File: src/rtl/accum_alu_n.sv
// accum_alu_n: two-stage pipelined accumulator with ADD/SUB/LOAD/CLEAR opcodes,
// carry/overflow flags, sticky overflow, an operation counter and two
// active-low hex 7-segment decoders for the low byte of the accumulator.
// Stage 1 registers the qualified operand/opcode; stage 2 executes the
// registered op against the accumulator.
// Optional build macro ACC_SATURATE_EN: ADD/SUB signed overflow clamps the
// accumulator to the most-positive / most-negative value instead of wrapping.
module accum_alu_n #(
  parameter int WIDTH   = 8,
  parameter int COUNT_W = 8
) (
  input  logic               CLK,
  input  logic               RESET,
  input  logic               IN_VALID,
  input  logic [1:0]         OP,
  input  logic [WIDTH-1:0]   IN,
  output logic [WIDTH-1:0]   RESULT,
  output logic               CARRY,
  output logic               OVERFLOW,
  output logic               OVF_STICKY,
  output logic               RESULT_VALID,
  output logic [COUNT_W-1:0] OP_COUNT,
  output logic [6:0]         OUT_LSB,
  output logic [6:0]         OUT_MSB
);

  typedef enum logic [1:0] {
    OP_ADD   = 2'b00,
    OP_SUB   = 2'b01,
    OP_LOAD  = 2'b10,
    OP_CLEAR = 2'b11
  } op_e;

  localparam logic [WIDTH-1:0] MAX_POS = {1'b0, {(WIDTH-1){1'b1}}};
  localparam logic [WIDTH-1:0] MAX_NEG = {1'b1, {(WIDTH-1){1'b0}}};

  // Stage 1 (capture) registers
  logic             r_s1_valid;
  op_e              r_s1_op;
  logic [WIDTH-1:0] r_s1_b;

  // Stage 2 (execute) architectural state
  logic [WIDTH-1:0]   r_acc;
  logic               r_carry;
  logic               r_ovf;
  logic               r_sticky;
  logic               r_result_valid;
  logic [COUNT_W-1:0] r_op_count;

  // Execute-stage datapath
  logic             w_is_sub;
  logic [WIDTH-1:0] w_b_eff;
  logic [WIDTH:0]   w_sum;
  logic             w_ovf;
  logic [WIDTH-1:0] w_arith_res;

  // Capture the operand and opcode whenever the input is qualified.
  always_ff @(posedge CLK) begin
    // NOTE: sequential state uses non-blocking assignments so every register
    // samples pre-edge values, independent of statement order.
    if (!RESET) begin
      r_s1_valid <= 1'b0;
      r_s1_op    <= OP_ADD;
      r_s1_b     <= '0;
    end else begin
      r_s1_valid <= IN_VALID;
      if (IN_VALID) begin
        r_s1_op <= op_e'(OP);
        r_s1_b  <= IN;
      end
    end
  end

  // Shared adder: SUB is ACC + ~B + 1, so the carry-out doubles as "no borrow".
  always_comb begin
    // NOTE: every combinational output is assigned up front so no path can
    // leave a value unassigned and infer a latch.
    w_is_sub    = (r_s1_op == OP_SUB);
    w_b_eff     = w_is_sub ? ~r_s1_b : r_s1_b;
    w_sum       = {1'b0, r_acc} + {1'b0, w_b_eff} + {{WIDTH{1'b0}}, w_is_sub};
    w_ovf       = (r_acc[WIDTH-1] == w_b_eff[WIDTH-1]) &&
                  (w_sum[WIDTH-1] != r_acc[WIDTH-1]);
    w_arith_res = w_sum[WIDTH-1:0];
`ifdef ACC_SATURATE_EN
    if (w_ovf) begin
      // Overflow direction follows the accumulator sign: positive ACC can only
      // overflow upward, negative ACC only downward.
      w_arith_res = r_acc[WIDTH-1] ? MAX_NEG : MAX_POS;
    end
`endif
  end

  // Execute the captured op; ACC is read and written here, so back-to-back ops
  // see each other's results without forwarding.
  always_ff @(posedge CLK) begin
    if (!RESET) begin
      r_acc          <= '0;
      r_carry        <= 1'b0;
      r_ovf          <= 1'b0;
      r_sticky       <= 1'b0;
      r_result_valid <= 1'b0;
      r_op_count     <= '0;
    end else begin
      r_result_valid <= r_s1_valid;
      if (r_s1_valid) begin
        r_op_count <= r_op_count + COUNT_W'(1);
        case (r_s1_op)
          OP_ADD, OP_SUB: begin
            r_acc    <= w_arith_res;
            r_carry  <= w_sum[WIDTH];
            r_ovf    <= w_ovf;
            r_sticky <= r_sticky | w_ovf;
          end
          OP_LOAD: begin
            r_acc   <= r_s1_b;
            r_carry <= 1'b0;
            r_ovf   <= 1'b0;
          end
          OP_CLEAR: begin
            r_acc    <= '0;
            r_carry  <= 1'b0;
            r_ovf    <= 1'b0;
            r_sticky <= 1'b0;
          end
          default: begin
            r_acc <= r_acc;
          end
        endcase
      end
    end
  end

  // Active-low hex decoder, bit0 = segment a ... bit6 = segment g.
  function automatic logic [6:0] seg7(input logic [3:0] v);
    logic [6:0] s;
    s = 7'h7F;
    case (v)
      4'h0: s = 7'h40;
      4'h1: s = 7'h79;
      4'h2: s = 7'h24;
      4'h3: s = 7'h30;
      4'h4: s = 7'h19;
      4'h5: s = 7'h12;
      4'h6: s = 7'h02;
      4'h7: s = 7'h78;
      4'h8: s = 7'h00;
      4'h9: s = 7'h10;
      4'hA: s = 7'h08;
      4'hB: s = 7'h03;
      4'hC: s = 7'h46;
      4'hD: s = 7'h21;
      4'hE: s = 7'h06;
      4'hF: s = 7'h0E;
      default: s = 7'h7F;
    endcase
    return s;
  endfunction

  assign RESULT       = r_acc;
  assign CARRY        = r_carry;
  assign OVERFLOW     = r_ovf;
  assign OVF_STICKY   = r_sticky;
  assign RESULT_VALID = r_result_valid;
  assign OP_COUNT     = r_op_count;
  assign OUT_LSB      = seg7(r_acc[3:0]);
  assign OUT_MSB      = seg7(r_acc[7:4]);

endmodule

File: config.mk
export PLATFORM = sky130hd
export DESIGN_NAME = accum_alu_n
export DESIGN_NICKNAME = d
export VERILOG_FILES = /design/src/rtl/accum_alu_n.sv
export SDC_FILE = /design/constraint.sdc
export NUM_CORES = 1
export LEC_CHECK = 0
export BUFFER_PORTS_ARGS = -buffer_cell sky130_fd_sc_hd__buf_4
export CAP_MARGIN = 20
export CORE_MARGIN = 1.5
export CORE_UTILIZATION = 42
export CTS_CLUSTER_DIAMETER = 200
export DETAILED_ROUTE_END_ITERATION = 7
export PLACE_DENSITY = 0.72
export SYNTH_ARGS = -nofsm -noshare
export SYNTH_HDL_FRONTEND = slang
export SYNTH_SLANG_ARGS = --single-unit
File: constraint.sdc
create_clock -name CLK -period 9.3 [get_ports CLK]
set_input_delay 1.86 -clock CLK [delete_from_list [all_inputs] [get_ports CLK]]
set_output_delay 1.86 -clock CLK [all_outputs]
set_load 0.1 [all_outputs]
; Word-level counts from Yosys, hierarchy flattened
; Memories as Yosys holds them, arrays and structs flattened. A register that Yosys moved wholly into a read port is not among the register bits.
; Cells that the tools add are included.
[totals]
ff_bits = 31
mem_bits_ro = 224
input_bits = 13
out_inout_bits = 34
elab_cells = 36
memories = 2
[op_classes]
n_addsub = 3
eq_ne = 5
muxes = 9
n_bitwise = 2
n_reduce_logical = 6
[mem_list]
columns = name, depth, word_bits, read_ports, rd_clocked_by_memory_dff, write_ports, line_no
row1 = (no name shown), 16, 7, 1, 1, 0, 137  ; case (v)
row2 = (no name shown), 16, 7, 1, 1, 0, 137
[ops]
columns = cell, n
row1 = $pmux W8 S3, 1
row2 = $mux W4, 4
row3 = $add A8 B8 Y9, 1
row4 = $add A9 B1 Y9, 1
row5 = $add A8 B1 Y8 const B, 1
row6 = $mux W8, 1
row7 = $not A8 Y8, 1
row8 = $pmux W1 S2, 3
row9 = $eq A2 B2 Y1 const B, 2
row10 = $reduce_or A2 Y1, 2
row11 = $eq A2 B1 Y1 const B, 1
row12 = $logic_not A2 Y1, 1
row13 = $reduce_and A2 Y1, 1
row14 = $reduce_bool A2 Y1, 1
row15 = $eq A1 B1 Y1, 1
row16 = $logic_and A1 B1 Y1, 1
row17 = $ne A1 B1 Y1, 1
row18 = $or A1 B1 Y1, 1

; Logic depth before layout (Yosys ltp)
; Gate-level depths: netlist of run 1.
[depth]
depth_word = 8
ltp_mapped = 16
depth_no_buf = 13

; Worst setup path after synthesis of run 1
; Ideal clock, no wire load.
[synth_path]
path_kind = in2reg
startpoint = in RESET
endpoint = reg, netlist name OUT_MSB[0]
setup_ns = 0.119
arrival_time_ns = 3.283
required_time_ns = 9.181
slack_ns = 5.898
path_stages = 6
path_buffers = 1
cell_sequence = clkbuf_1 > o21ai_0 > nor4_2 > inv_1 > ha_1 > o221a_1
[synth_between]
elab_chain_cells = 1
[synth_lines]
columns = element, line_no
row1 = start: declaration, 13  ; input logic RESET,
row2 = $mux W4 (no line), -
; Every way passes these cells.
; A chain may end at the register's enable or synchronous reset.

; Final worst setup path of run 1
[layout_path]
startpoint = reg r_s1_op[1]
endpoint = reg, netlist name OUT_MSB[3]
[layout_between]
elab_chain_cells = 7
word_cells_on_any_way = 11
cone_classes = 2 x add/sub / 3 x eq/ne / 4 x mux / 2 x reduce/logical
[layout_lines]
columns = element, line_no
row1 = start: declaration, 39  ; op_e r_s1_op;
row2 = start signal: assignment, 68  ; r_s1_op <= op_e'(OP);
row3 = $eq A2 B1 Y1, "78, 107"
row4 = $mux W8, 79  ; w_b_eff = w_is_sub ? ~r_s1_b : r_s1_b;
row5 = $add A8 B8 Y9, 80  ; w_sum = {1'b0, r_acc} + {1'b0, w_b_eff} + {{WIDTH{1'b0}}, w_is_sub};
row6 = $add A9 B1 Y9, 80
row7 = $pmux W8 S3 *, 107  ; case (r_s1_op)
row8 = $mux W4 (no line) * (2 in series), -
; Every way passes the cells marked *; elsewhere a longest branch is shown, timed or not.

==> qor.yml, run 1 <==
yosys:
  netlist.area_leader.share_pct: 33.74
  ys_seq_area_share_pct: 33.74
  synth_ff_type: "dfxtp_1"
  avgSynthCellArea_sq_um: 9.536
  ys_seq_elements: 45
  synth.yosys.warnings: 0
  synth_area_leaders: "dfxtp_1 (34%), ha_1 (9.8%), mux2i_1 (7.1%), nor2b_1 (4.5%), xnor2_1 (3.9%)"
  synth_nets: 315
  synth_cells: 280
  synthTopCellsByCount: "dfxtp_1 (45), ha_1 (21), mux2i_1 (19), nor2b_1 (19), nand2_1 (18)"
  async_flop_share_pct: 0
  synth_top_cell_by_area: "dfxtp_1"
  synth_most_common_cell: "dfxtp_1"
  ys_types: 64
  syn-cell-area_sq_um: 2670
  synth_edf_count: 0
place:
  io_buffers: 46
  dp_hpwl_um: 3871
  placed_cells: 387
  routabilityCongestion: 0.8228
setup_path:
  crit_buf_inv: 1
  path_cells: "nand2b_1 > xnor2_1 > ha_1 > nand4bb_1 > a31oi_1 > nor2_1 > nor4_2 > inv_1 > ha_1 > mux2i_1 > mux2i_1"
  cp.required_ps: 9460
  worstSetupEndpointType: "register"
  arrival_ps: 3800
  cp_slowest_cell: "dfxtp_1"
  critPathTopFamily: "simple AND/OR/NAND/NOR gates"
  r2r_setup_slack_ps: 5660
  worstSetupPathType: "register to register"
  critPathMaxStageDelay_ps: 720
  critPathLaunchType: "register"
  crit_fanout: 20
cts:
  cts_inserted_buffers: 5
  cts.path.max_buffers: 2
  clock_latency_ps: 300
  ctsResizeCount: 0
  holdBufCountCts: 0
  cts_htree_levels: 2
  post_cts_buffers: 0
  cts.sinks: 45
  cts.root.buffer_cell: "clkbuf_8"
  clk_pin_slew_ps: 80
  tritoncts: "built"
routing:
  top_layer: "met4"
  route.met3.wl_um: 260
  drc: 0
  vias_per_cell: 5.353
  met2_length_um: 2361
  via_count: 2109
  ant_nets: 0
  dr.first_iter.drc_count: 50
  wl_um: 5257
  wire_per_inst_um: 13.34
  drt-met1-wl_um: 2553
  dr.pass1.iters: 4
power:
  p_per_area_nw_per_um2: 165.1
  power_frac_seq_pct: 41.9
  ir_drop_mv: 0.08937
  clockPowerShare_pct: 24.0
  comb_power_share_pct: 34.1
  p_leak_nw: 1.387
  power.share.switching_pct: 38.77
  power.internal_w: 0.0003155
  p_switching_w: 0.0001998
floorplanning:
  fp.dieArea_sq_um: 6844
  die_h_um: 82.73
  start_util_pct: 44.31
  ios: 47
  num_rows: 28
  die_x_um: 82.73
  core_sq_um: 6026
global_routing:
  grt_pass1_wl_um: 8804
  grt_pass1_vias: 1912
  grt_max_degree: 39
  grt_use_total_pct: 16.82
  antenna_found_initial: 0
  overflow: 0
sta:
  fin_crit_sh_pct: 39.17
  worst_pin_slew_ps: 742.9
  fin_tns_setup_ps: 0
  max_freq_mhz: 274.5
  fin_skew_ps: 8.182
  timing.slew.headroom_pct: 50.20
  grt_setup_unrepaired: "no"
  finalHoldViolations: 0
  timing.final.max_slew_violations: 0
  setup_viol: 0
  layout_min_cycle_time_ps: 3643
min_path:
  hold_class: "register to register"
final_layout:
  drive_gt1_share_pct: 21.63
  layout.cells.non_filler: 394
  num_antenna_cells: 0
  syn_to_final_growth_pct: 16.87
  finalNetCount: 354
  nFillCells: 574
status:
  status: "completed"
flow_run:
  maxCapViolations: 0
[state kept, by name, summed over array words and instances, names as in the netlist]
signal and cells:
OUT_MSB 7, OUT_LSB 7, OVF_STICKY 1, CARRY 1, r_s1_b 8, r_s1_op 2, RESULT 8, r_s1_valid 1
RESULT_VALID 1, OP_COUNT 8, OVERFLOW 1
[power groups by stage]
| stage | Clock (W) | Combinational (W) | Sequential (W) |
|---|---|---|---|
| 6_report | 0.000124 | 0.000176 | 0.000216 |
| 4_1_cts | 0.000128 | 0.000176 | 0.000216 |
| 2_1_floorplan | 0 | 0.0000677 | 0.000295 |
| 5_1_grt | 0.000137 | 0.000187 | 0.000218 |
| 3_3_place_gp | 0 | 0.000173 | 0.000220 |
| 3_5_place_dp | 0 | 0.000176 | 0.000220 |
[cells in the final DEF (no fill, tap or decap), types with 4 or more instances in the layout]
cell type | netlist | layout
o221ai_1 | 5 | 5
nand4_1 | 5 | 5
inv_1 | 12 | 12
ha_1 | 21 | 21
a21oi_1 | 6 | 6
nor2_1 | 7 | 7
or3_1 | 4 | 4
nand2b_1 | 5 | 5
and2_1 | 7 | 7
clkbuf_8 | 0 | 6
o21ai_0 | 5 | 5
xnor2_1 | 12 | 12
nor2b_1 | 19 | 19
dfxtp_1 | 45 | 45
nand2_1 | 18 | 18
buf_4 | 3 | 47
nand3_1 | 11 | 11
mux2i_1 | 19 | 19
[area by class of cell]
cell class | instances | area (sq um) | area share, %
clock buffers | 6 | 82.58 | 2.646
repair buffers | 47 | 352.8 | 11.31
clock inverters | 1 | 7.507 | 0.2406
multi-input cells | 205 | 1624 | 52.05
inverters | 15 | 58.81 | 1.885
well taps | 75 | 93.84 | 3.007
flip-flops and latches | 45 | 900.9 | 28.87
[worst reg2reg max path: stages, from the launching register on]
cell	delay, ps
dfxtp_1	720
nand2b_1	490
xnor2_1	160
ha_1	330
nand4bb_1	170
a31oi_1	280
nor2_1	110
nor4_2	530
inv_1	170
ha_1	300
mux2i_1	150
mux2i_1	90
[metal layers]
layer	track usage (%)	up-vias
li1	-	1074
met1	22.59	978
met2	26.18	49
met3	3.736	8
met4	6.333	0
met5	0	-
[path summary, 6_finish.rpt]
kind,cells past startpoint,endpoint,from
worst max-delay path,11,OUT_MSB[3],r_s1_op[1]
worst min-delay path,2,OVERFLOW,OVERFLOW
worst max register to register,11,OUT_MSB[3],r_s1_op[1]
worst min register to register,2,OVERFLOW,OVERFLOW
[logic make-up after synthesis]
logic type	after synthesis	share of synthesized area, %
adders and majority gates	22	10.59
AOI/OAI and AO/OA	52	14.81
buffers and inverters	30	5.436
and+or+nand+nor	94	21.42
xor gates and xnor gates	15	5.202
muxes	22	8.810
DFF	45	33.74
[metrics by stage]
step | util [%] | hold slack, ps | power (W) | area (sq um) | worst slack (ps)
4_1_cts | 51.79 | 478.3 | 0.0005206 | 3120 | 5636
6_report | 51.79 | 473.5 | 0.0005153 | 3120 | 5657
2_1_floorplan | - | 516.8 | 0.0003632 | 2670 | 5898
3_3_place_gp | 50.29 | 464.1 | 0.0003938 | 3030 | 5729
5_1_grt | 51.79 | 491.7 | 0.0005421 | 3120 | 5310
3_5_place_dp | 50.29 | 463.6 | 0.0003962 | 3030 | 5604
Note: power is estimated with default switching activity, not from simulation.
==> inputs of run 2 (changes only) <==
--- a/config.mk
+++ b/config.mk
@@ -11,7 +11,7 @@
 export CORE_UTILIZATION = 42
 export CTS_CLUSTER_DIAMETER = 200
 export DETAILED_ROUTE_END_ITERATION = 7
-export PLACE_DENSITY = 0.72
+export PLACE_DENSITY = 0.74
 export SYNTH_ARGS = -nofsm -noshare
 export SYNTH_HDL_FRONTEND = slang
 export SYNTH_SLANG_ARGS = --single-unit
==> constraint.sdc (replaced) <==
create_clock -name CLK -period 3.3 [get_ports CLK]
set_input_delay 0.66 -clock CLK [delete_from_list [all_inputs] [get_ports CLK]]
set_output_delay 0.66 -clock CLK [all_outputs]
set_load 0.1 [all_outputs]
==> run 2 against run 1 <==
Clock power grew to 3.0 times the previous value. Utilization grew 0.93 points. Count of clock-buffer cells in the layout grew 1. Critical endpoint is now OUT_LSB[3]. Largest cell class unchanged.
==> qor.yml, run 2 (synthesized netlist as in run 1, its figures left out) <==
global_routing:
  grt_pass1_vias: 2030  # +6.2%
  antenna_found_initial: 0  # unchanged
  grt_max_degree: 39  # unchanged
  grt_pass1_wl_um: 9232  # +4.9%
  overflow: 0  # unchanged
  grt_use_total_pct: 17.74  # +0.93 points
power:
  p_switching_w: 0.0005646  # +180%
  p_leak_nw: 1.427  # +2.9%
  power.internal_w: 0.0009181  # +190%
  power_frac_seq_pct: 40.9  # -1.0 points
  clockPowerShare_pct: 25.2  # +1.2 points
  fin_total_pwr_w: 0.001483  # +190%
  power.share.switching_pct: 38.08  # -0.69 points
  p_per_area_nw_per_um2: 466.7  # +180%
  comb_power_share_pct: 33.9  # -0.2 points
  ir_drop_mv: 0.2128  # +140%
min_path:
  hold_start: "OVF_STICKY"
  hold_class: "register to register"
sta:
  finalHoldViolations: 0  # unchanged
  timing.slew.headroom_pct: 57.51  # +7.3 points
  fin_crit_sh_pct: 91.05  # +52 points
  fin_skew_ps: 3.665  # -4.517 ps
  grt_setup_unrepaired: "no"
  layout_min_cycle_time_ps: 3005  # -638.4 ps
  setup_viol: 0  # unchanged
  whs_ps: 472.6  # -0.9090 ps
  timing.final.max_slew_violations: 0  # unchanged
  max_freq_mhz: 332.8  # +21%
  fin_tns_setup_ps: 0  # unchanged
  worst_pin_slew_ps: 636.5  # -106.4 ps
final_layout:
  final_common_cell: "buf_4"
  num_antenna_cells: 0  # unchanged
  fin_area_sq_um: 3177  # +1.8%
  layout.cells.non_filler: 401  # +1.8%
  finalNetCount: 360  # +1.7%
  final_cell_mix: "buf_4 (53), dfxtp_1 (45), ha_1 (21), nor2b_1 (19), mux2i_1 (19)"
  drive_gt1_share_pct: 23.31  # +1.7 points
  syn_to_final_growth_pct: 18.98
routing:
  vias_per_cell: 5.337  # -0.30%
  wire_per_inst_um: 13.38  # +0.25%
  wl_um: 5364  # +2.0%
  dr.first_iter.drc_count: 79  # +58%
  dr.pass1.iters: 4  # unchanged
  drc: 0  # unchanged
  ant_nets: 0  # unchanged
  via_count: 2140  # +1.5%
setup_path:
  arrival_ps: 3180  # -620 ps
  r2r_setup_slack_ps: 300  # -5360 ps
  cp.required_ps: 3480  # -5980 ps
  crit_fanout: 8  # -60%
  worstSetupPathType: "register to register"
  r2r_start: "r_s1_op[1]"
  critPathLaunchType: "register"
  cp-startpoint: "r_s1_op[1]"
  worstSetupEndpointType: "register"
cts:
  post_cts_buffers: 0  # unchanged
  cts.root.buffer_cell: "clkbuf_8"
  tritoncts: "built"
  ctsResizeCount: 0  # unchanged
  cts.sinks: 45  # unchanged
  clk_pin_slew_ps: 80  # about the same
  clock_latency_ps: 300  # about the same
  holdBufCountCts: 0  # unchanged
  cts_inserted_buffers: 5  # unchanged
  cts_htree_levels: 2  # unchanged
  cts.path.max_buffers: 2  # unchanged
floorplanning:
  fp.dieArea_sq_um: 6844  # unchanged
  start_util_pct: 44.31  # unchanged
  num_rows: 28  # unchanged
  core_sq_um: 6026  # unchanged
  ios: 47  # unchanged
  die_x_um: 82.73  # unchanged
  die_h_um: 82.73  # unchanged
place:
  postPlaceCellArea_sq_um: 3075  # +1.5%
  io_buffers: 46  # unchanged
  routabilityCongestion: 0.8759  # +6.5%
  placed_cells: 393  # +1.6%
  dp_hpwl_um: 4071  # +5.2%
status:
  status: "completed"
flow_run:
  maxCapViolations: 0  # unchanged
==> run 2: cell count changes in the layout (fill, tap and decap cells not counted) <==
cell / previous run / this run
clkbuf_8: 6 / 7
clkinv_2: 0 / 1
buf_4: 47 / 53
clkinvlp_4: 1 / 0
==> run 2: final timing paths <==
check	cells past startpoint	endpoint
worst max-delay path	9	OUT_LSB[3]
worst min-delay path	2	OVF_STICKY
worst max register to register	9	OUT_LSB[3]
worst min register to register	2	OVF_STICKY
==> run 2: worst max-delay path, stage by stage, from the launching register on <==
cell	delay, ps
dfxtp_1	310
nand2b_1	340
xnor2_1	310
inv_1	90
fa_1	450
o221ai_1	230
o211a_1	280
inv_1	120
ha_1	270
mux4_2	480
==> run 2: per-layer routing <==
| metal | track usage [%] | vias up | wire, um |
|---|---|---|---|
| li1 | - | 1097 | - |
| met1 | 23.18 | 982 | 2458 |
| met2 | 28.46 | 55 | 2524 |
| met3 | 3.846 | 6 | 296 |
| met4 | 6.833 | 0 | 85 |
| met5 | 0 | - | 0 |
==> run 2: power groups by stage <==
stage	Clock (W)	Sequential, W	Combinational, W
2_1_floorplan	0	0.000833	0.000191
3_3_place_gp	0	0.000619	0.000498
3_5_place_dp	0	0.000620	0.000504
4_1_cts	0.000389	0.000607	0.000506
5_1_grt	0.000405	0.000612	0.000537
6_report	0.000373	0.000606	0.000503
==> run 2: through the flow <==
stage / util, % / setup slack, ps
CTS: 52.72 / 279.5
detailed placement: 51.04 / 277.8
finish: 52.72 / 295.4
floorplan: - / 195.2
global route: 52.72 / 70.04
global placement: 51.04 / 426.2
==> run 2: layout make-up <==
class                   count  area [sq um]
clock inverters             1         5.005
flip-flops and latches     45         900.9
fillers                   572          2849
inverters                  15         58.81
clock buffers               7         96.34
well taps                  75         93.84
multi-input cells         205          1624
repair buffers             53         397.9
